$ cat config.mk
export PLATFORM = sky130hd
export DESIGN_NAME = std_fifo_stream_reader
export DESIGN_NICKNAME = d
export VERILOG_FILES = /design/src/rtl/std_fifo_stream_reader_pkg.sv /design/src/rtl/stream_skid_buf2.sv /design/src/rtl/std_fifo_stream_reader.sv
export SDC_FILE = /design/constraint.sdc
export NUM_CORES = 1
export LEC_CHECK = 0
export CAP_MARGIN = 0
export CORE_UTILIZATION = 50
export DETAILED_ROUTE_END_ITERATION = 6
export GPL_TIMING_DRIVEN = 0
export PLACE_DENSITY = 0.79
export SYNTH_ARGS = -nofsm -noshare
export SYNTH_HDL_FRONTEND = slang
export SYNTH_SLANG_ARGS = --single-unit
$ cat constraint.sdc
create_clock -name clk -period 3.6 [get_ports clk]
set_input_delay 0.54 -clock clk [delete_from_list [all_inputs] [get_ports clk]]
set_output_delay 0.54 -clock clk [all_outputs]
set_load 0.005 [all_outputs]
$ cat src/rtl/std_fifo_stream_reader_pkg.sv
// Shared constants and buffer-occupancy encoding for the std FIFO stream reader.
package std_fifo_stream_reader_pkg;

    localparam int BUF_DEPTH = 2;

    typedef enum logic [1:0] {
        OCC_EMPTY = 2'd0,
        OCC_ONE   = 2'd1,
        OCC_FULL  = 2'd2
    } occ_e;

endpackage

$ cat src/rtl/stream_skid_buf2.sv
// Two-entry head/tail register buffer; push/pop act on the edge, head is the output word.
// No latency through the head register once written; caller guarantees no push when full without pop.
module stream_skid_buf2
    import std_fifo_stream_reader_pkg::*;
#(
    parameter int DATA_WIDTH = 32
) (
    input  logic                  clk,
    input  logic                  rst,
    input  logic                  i_clear,
    input  logic                  i_push,
    input  logic                  i_pop,
    input  logic [DATA_WIDTH-1:0] i_din,
    output logic [DATA_WIDTH-1:0] o_head,
    output logic [1:0]            o_occ
);

    occ_e                  r_state;
    occ_e                  w_state_nxt;
    logic [DATA_WIDTH-1:0] r_head;
    logic [DATA_WIDTH-1:0] r_tail;
    logic [DATA_WIDTH-1:0] w_head_nxt;
    logic [DATA_WIDTH-1:0] w_tail_nxt;

    always_ff @(posedge clk or posedge rst) begin
        if (rst) begin
            r_state <= OCC_EMPTY;
            r_head  <= '0;
            r_tail  <= '0;
        end else begin
            r_state <= w_state_nxt;
            r_head  <= w_head_nxt;
            r_tail  <= w_tail_nxt;
        end
    end

    always_comb begin
        w_state_nxt = r_state;
        w_head_nxt  = r_head;
        w_tail_nxt  = r_tail;
        if (i_clear) begin
            w_state_nxt = OCC_EMPTY;
        end else begin
            case (r_state)
                OCC_EMPTY: begin
                    if (i_push) begin
                        w_head_nxt  = i_din;
                        w_state_nxt = OCC_ONE;
                    end
                end
                OCC_ONE: begin
                    if (i_push && !i_pop) begin
                        w_tail_nxt  = i_din;
                        w_state_nxt = OCC_FULL;
                    end else if (i_push && i_pop) begin
                        w_head_nxt  = i_din;
                    end else if (i_pop) begin
                        w_state_nxt = OCC_EMPTY;
                    end
                end
                OCC_FULL: begin
                    // Tail always moves up on a pop; a simultaneous push refills the tail.
                    if (i_pop) begin
                        w_head_nxt = r_tail;
                        if (i_push) begin
                            w_tail_nxt = i_din;
                        end else begin
                            w_state_nxt = OCC_ONE;
                        end
                    end
                end
                default: w_state_nxt = OCC_EMPTY;
            endcase
        end
    end

    assign o_head = r_head;
    assign o_occ  = r_state;

endmodule

$ cat src/rtl/std_fifo_stream_reader.sv
// Drains a non-FWFT BRAM FIFO into a valid/ready stream; 2 edges from read to m_valid, 1 word/cycle.
// Backpressure: reads stop once buffered plus in-flight words reach 2; m_ready feeds fifo_rd_en combinationally.
module std_fifo_stream_reader
    import std_fifo_stream_reader_pkg::*;
#(
    parameter int DATA_WIDTH = 32
) (
    input  logic                  clk,
    input  logic                  rst,
    input  logic                  flush,
    input  logic                  fifo_empty,
    input  logic [DATA_WIDTH-1:0] fifo_dout,
    output logic                  fifo_rd_en,
    output logic                  m_valid,
    input  logic                  m_ready,
    output logic [DATA_WIDTH-1:0] m_data,
    output logic [1:0]            buf_cnt
);

    localparam logic [2:0] BUF_LIMIT = 3'(BUF_DEPTH);

    logic                  r_inflight;
    logic [1:0]            w_occ;
    logic                  w_valid;
    logic                  w_pop;
    logic                  w_push;
    logic [2:0]            w_pending;
    logic [DATA_WIDTH-1:0] w_head;

    assign w_valid   = (w_occ != 2'd0);
    assign w_pop     = w_valid & m_ready;
    assign w_push    = r_inflight & ~flush;
    // Pop only happens with occ >= 1, so the difference never underflows.
    assign w_pending = {1'b0, w_occ} + {2'b00, r_inflight} - {2'b00, w_pop};

    assign fifo_rd_en = ~rst & ~flush & ~fifo_empty & (w_pending < BUF_LIMIT);

    always_ff @(posedge clk or posedge rst) begin
        if (rst) begin
            r_inflight <= 1'b0;
        end else begin
            r_inflight <= fifo_rd_en;
        end
    end

    stream_skid_buf2 #(
        .DATA_WIDTH (DATA_WIDTH)
    ) u_buf (
        .clk     (clk),
        .rst     (rst),
        .i_clear (flush),
        .i_push  (w_push),
        .i_pop   (w_pop),
        .i_din   (fifo_dout),
        .o_head  (w_head),
        .o_occ   (w_occ)
    );

    assign m_valid = w_valid;
    assign m_data  = w_head;
    assign buf_cnt = w_occ;

endmodule
=== Yosys cells after proc, flatten, opt, wreduce, memory -nomap -nowiden ===
Cells that the tools add are included.

* Equal/unequal tests: 13
* Shift operators: 0
* Bitwise logic cells: 8
* $lt $le $gt $ge: 1
* Reductions and logical operators: 10
* $add $sub $neg: 2
* Multiply operators: 0
* Mux-type cells: 16
* Div/mod/pow operators: 0

{| class="wikitable"
|+ Operator list
! kind !! number
|-
| 32-bit two-way mux || 6
|-
| 32-bit one-hot mux with 3 select lines || 1
|-
| 32-bit one-hot mux with 2 select lines || 1
|-
| 2-bit two-way mux || 7
|-
| 2-bit by 1-bit inequality test with 1-bit output, second input constant || 5
|-
| 5-bit AND reduction || 2
|-
| 3-bit by 2-bit inequality test with 1-bit output, second input constant || 2
|-
| 2-bit one-hot mux with 3 select lines || 1
|-
| 6-bit AND reduction || 1
|-
| 1-bit bitwise AND || 5
|-
| 4-bit by 2-bit inequality test with 1-bit output, second input constant || 1
|-
| 4-bit by 3-bit inequality test with 1-bit output, second input constant || 1
|-
| 2-bit nonzero test || 2
|-
| 2-bit by 1-bit adder with 3-bit output || 1
|-
| 3-bit by 2-bit less-than comparator with 1-bit output, second input constant || 1
|-
| 3-bit inequality test, second input constant || 1
|-
| 1-bit NOT || 3
|-
| 3-bit nonzero test || 1
|-
| 3-bit by 1-bit subtractor with 3-bit output || 1
|-
| 2-bit by 1-bit == test with 1-bit output, second input constant || 1
|-
| 2-bit == test, second input constant || 1
|-
| 1-bit logical AND || 2
|-
| 2-bit logical NOT || 1
|-
| 2-bit inequality test, second input constant || 1
|-
| 1-bit logical NOT || 1
|}

* Memories: 0
* Memory bits (read-only): 0
* Bits in latches: 0
* Bits of input ports: 37
* Word-level logic and storage cells: 54
* Register bits: 67
* Bits in writable memories: 0
* Output and inout bits: 36

=== Depth between registers and ports, before layout ===
* Word-level depth: 7
* Mapped depth: 7
* Depth with buffers taken out: 6

=== By module ===
A second synthesis with hierarchy kept.

* Cells, all modules: 269
* Area, all modules: 3145.5 um^2

{| class="wikitable"
|+ By module, submodules not included
! module !! area an instance (um^2) !! times used !! cells each !! seq. area each (um^2)
|-
| stream_skid_buf2 || 3031.7 || 1 || 257 || 1651.6
|-
| std_fifo_stream_reader || 113.9 || 1 || 12 || 25.0
|}

=== Least setup slack after synthesis ===
Ideal clock, no wire load.

* Path kind: reg2out
* Start: reg u_buf.r_state[1] (netlist: u_buf.o_occ[1])
* End: out fifo_rd_en
* Path slack: 1.184 ns
* Path buffers: 1
* Arrival: 1.876 ns
* Data required time: 3.060 ns
* Cell stages (with the launch flop): 8
* Cells stage by stage: dfrtp_1 -> nor2b_1 -> buf_6 -> and2_4 -> o21ai_1 -> fa_1 -> nand2b_1 -> nor4_1

* Word-level cells in the longest chain between the ends: 5
* Elaborated cells on any way between the ends: 6
* Classes of those cells: 2 x add/sub; 1 x order compare; 2 x bitwise; 1 x reduce/logical

{| class="wikitable"
|+ RTL lines
! element !! line !! RTL
|-
| start, declared || stream_skid_buf2.sv:18 || <nowiki>occ_e r_state;</nowiki>
|-
| start signal, assigned || stream_skid_buf2.sv:31 || <nowiki>r_state <= w_state_nxt;</nowiki>
|-
| parallel branches: the longest is 2 deep, another holds 2-bit by 1-bit adder with 3-bit output || -- ||
|-
| 3-bit by 1-bit subtractor with 3-bit output (*) || std_fifo_stream_reader.sv:34 || <nowiki>assign w_pending = {1'b0, w_occ} + {2'b00, r_inflight} - {2'b00, w_pop};</nowiki>
|-
| 3-bit by 2-bit less-than comparator with 1-bit output (*) || std_fifo_stream_reader.sv:36 || <nowiki>assign fifo_rd_en = ~rst & ~flush & ~fifo_empty & (w_pending < BUF_LIMIT);</nowiki>
|-
| 1-bit bitwise AND (*) || std_fifo_stream_reader.sv:36 ||
|-
| end, declared || std_fifo_stream_reader.sv:13 || <nowiki>output logic fifo_rd_en,</nowiki>
|}

Every way passes the cells marked *.

=== Worst setup path in the final report ===
* Start: in m_ready
* End: out fifo_rd_en

* Word-level cells in the longest chain between the ends: 4

{| class="wikitable"
|+ RTL lines
! element !! line !! RTL
|-
| start, declared || std_fifo_stream_reader.sv:15 || <nowiki>input logic m_ready,</nowiki>
|-
| 1-bit bitwise AND || std_fifo_stream_reader.sv:31 || <nowiki>assign w_pop = w_valid & m_ready;</nowiki>
|-
| 3-bit by 1-bit subtractor with 3-bit output || std_fifo_stream_reader.sv:34 ||
|-
| 3-bit by 2-bit less-than comparator with 1-bit output || std_fifo_stream_reader.sv:36 ||
|-
| 1-bit bitwise AND || std_fifo_stream_reader.sv:36 ||
|}

No other way between the ends.

==> results.yml <==
timing:
  period_share: 0.9313
  max_freq_ghz: 0.2983
  layout_min_cycle_time_ps: 3353
  worstMarginPinSlew_ps: 814.4
  skew_ps: 4.584
  fin_tns_setup_ps: 0
  finalSetupViolCount: 0
  rsz0062_at_grt: "no"
  slew_headroom: 0.4571
  maxSlewViolCount: 0
  finalHoldViolCount: 0
power_and_ir_drop:
  comb_power_share: 0.194
  power_frac_seq: 0.446
  power.net_switching_uw: 462.1
  internal_power_mw: 1.650
  vdd_drop_max_v: 0.0002809
  p_leak_nw: 1.960
  p_per_area_nw_per_um2: 500.2
  netSwitchingFraction: 0.2188
  clockPowerShare: 0.360
worst_setup_path:
  endpoint_kind: "output port"
  cp_cell_sequence: "clkdlybuf4s50_1 -> and2_4 -> o21ai_1 -> fa_1 -> nand2b_1 -> nor4_1 -> clkdlybuf4s50_1"
  crit_type: "primary input to output port"
  slowest_stage: "clkdlybuf4s50_1"
  slowest_delay_ps: 570
  critPathLaunchType: "primary input"
  rrSetupSlack_ps: 1590
  cp_max_fo: 6
  arrival_ps: 2810
  worstPathRequired_ps: 3060
  crit_buf_inv: 2
  cp_common_cell: "clkdlybuf4s50_1"
  path_delay_family: "buffers and inverters"
yosys:
  ys_seq_elements: 67
  synth.distinct_cells: 25
  ys_top_cells_by_count: "67 x dfrtp_1, 37 x mux2_1, 30 x mux2_4, 29 x mux2_2, 4 x nor2b_1"
  synth_edf_count: 0
  syn_nets: 237
  synth_top_cell_area_share: 0.5301
  synth.largest_area_cell: "dfrtp_1"
  synth-seq-area-share: 0.5301
  postSynthAreaPerCell_um2: 15.89
  syn_area_um2: 3163
  ys_async_sr_fraction: 1.000
  synth.most_common_cell: "dfrtp_1"
  synth_area_leaders: "dfrtp_1 53%, mux2_4 14%, mux2_1 13%"
  yosys_warnings: 0
  synth_ff_type: "dfrtp_1"
  syn_inst: 199
die:
  fp-row-count: 28
  core_region_area_um2: 6026
  ios: 73
  initial_core_util: 0.5249
  die_area_um2: 6648
  die_w_um: 81.54
  die_h_um: 81.54
worst_hold_path:
  hold_class: "flip-flop to flip-flop"
clock_tree:
  cts_buffers: 9
  clock_latency_ps: 340
  clk_pin_slew_ps: 70
  cts_tree: "done"
  postCtsHoldBufs: 0
  clock_path_buffers: 2
  cts_root_buf: "clkbuf_8"
  h-tree-depth: 3
  cts.sinks: 67
route:
  routed_via_density: 5.182
  routed_wl_um: 5732
  drt_iter0_drc: 62
  wl_per_cell_um: 15.83
  dr_total_vias: 1876
  first_pass_iters: 4
  drc: 0
  ant_nets: 0
final_layout:
  layout-drive-gt1-share: 0.3136
  areaGrowthSynthToFinish_pct: 33.50
  diodes: 0
  fillers: 420
  nNetsFinal: 320
  final_cell_area_um2: 4223
status:
  status: "complete, no violations"
grt:
  grt_pass1_vias: 2073
  grt_usage: 0.1972
  antenna_found_initial: 0
  grt_remaining_overflow: 0
  grt_pass1_wl_um: 9625
  grt_max_degree: 68
place:
  io_buffers: 72
  place_area_um2: 3980
  gp_congestion: 0.6996
  place_hpwl_um: 3849
job:
  maxCapViolCount: 0
per-layer routing:
layer  GRT usage  routed length, µm
met1      0.2442               2634
met3     0.04667                267
met4     0.08571                 91
met2      0.3275               2738
met5           0                  0
kinds of logic after synthesis:
| family | after synthesis | share of synthesized area |
|---|---|---|
| mux | 96 | 0.3774 |
| flops | 67 | 0.5301 |
| buf+inv | 12 | 0.03679 |
| xor+xnor | 1 | 0.002769 |
| fa+ha+maj | 1 | 0.006329 |
| compound gates | 7 | 0.01938 |
| simple gates | 15 | 0.02730 |
stage by stage:
step / hold slack [ps] / total power, mW / util / std cells / worst slack, ps
finish: 487.1 / 2.112 / 0.7008 / 362 / 247.2
global route: 506.6 / 2.213 / 0.7008 / 362 / 48.38
floorplan: 460.2 / 1.100 / - / 199 / 1184
global placement: 469.4 / 1.357 / 0.6601 / 346 / 192.6
CTS: 489.9 / 2.133 / 0.7006 / 362 / 153.9
detailed placement: 473.8 / 1.371 / 0.6605 / 346 / 270.9
cell type report:
| cell class | instances | area, µm² | share of cell area |
|---|---|---|---|
| well taps | 75 | 93.84 | 0.02222 |
| multi-input cells | 120 | 1370 | 0.3244 |
| flip-flops and latches | 67 | 1678 | 0.3973 |
| plain buffers | 10 | 108.9 | 0.02578 |
| inverters | 2 | 10.01 | 0.002370 |
| repair buffers | 72 | 720.7 | 0.1707 |
| clock inverters | 5 | 100.1 | 0.02370 |
| clock buffers | 11 | 141.4 | 0.03348 |
state kept, by name, indices dropped and copies added (netlist names):
name	count
u_buf.o_head	32
u_buf.r_tail	32
u_buf.o_occ	2
r_inflight	1
layout by cell type (no fill, tap or decap), drive strengths merged:
master         Yosys  final
a22oi              2      2
and2               1      1
buf               10     10
bufinv             0      3
clkbuf             0     11
clkdlybuf4s50      0     72
clkinv             0      2
dfrtp             67     67
fa                 1      1
inv                2      2
mux2              96     96
nand2              1      1
nand2b             3      3
nor2               4      4
nor2b              4      4
nor4               1      1
o21ai              3      3
o21ba              1      1
o2bb2a             1      1
or2                1      1
xor2               1      1
repair_timing:
| action | 4_1_cts | 5_1_grt |
|---|---|---|
| endpoints found under the setup margin | 0 | 1 |
| gates resized for setup | 0 | 1 |
| setup buffers | 0 | 0 |
final timing paths:
check	depth (start not counted)	endpoint	from
worst max-delay path	7	fifo_rd_en	m_ready
worst min-delay path	1	u_buf.o_head[10]	u_buf.o_head[10]
worst max register to register	7	r_inflight	u_buf.o_occ[1]
worst min register to register	1	u_buf.o_head[10]	u_buf.o_head[10]
max in group asynchronous	2	u_buf.o_occ[1]	rst
min in group asynchronous	2	r_inflight	rst
power by group through the flow:
stage / clock network [mW] / logic [mW] / registers (mW)
floorplan: 0 / 0.148 / 0.952
global placement: 0 / 0.406 / 0.951
detailed placement: 0 / 0.416 / 0.955
CTS: 0.772 / 0.418 / 0.943
global route: 0.808 / 0.447 / 0.958
finish: 0.761 / 0.409 / 0.941
Note: power is estimated with default switching activity, not from simulation.
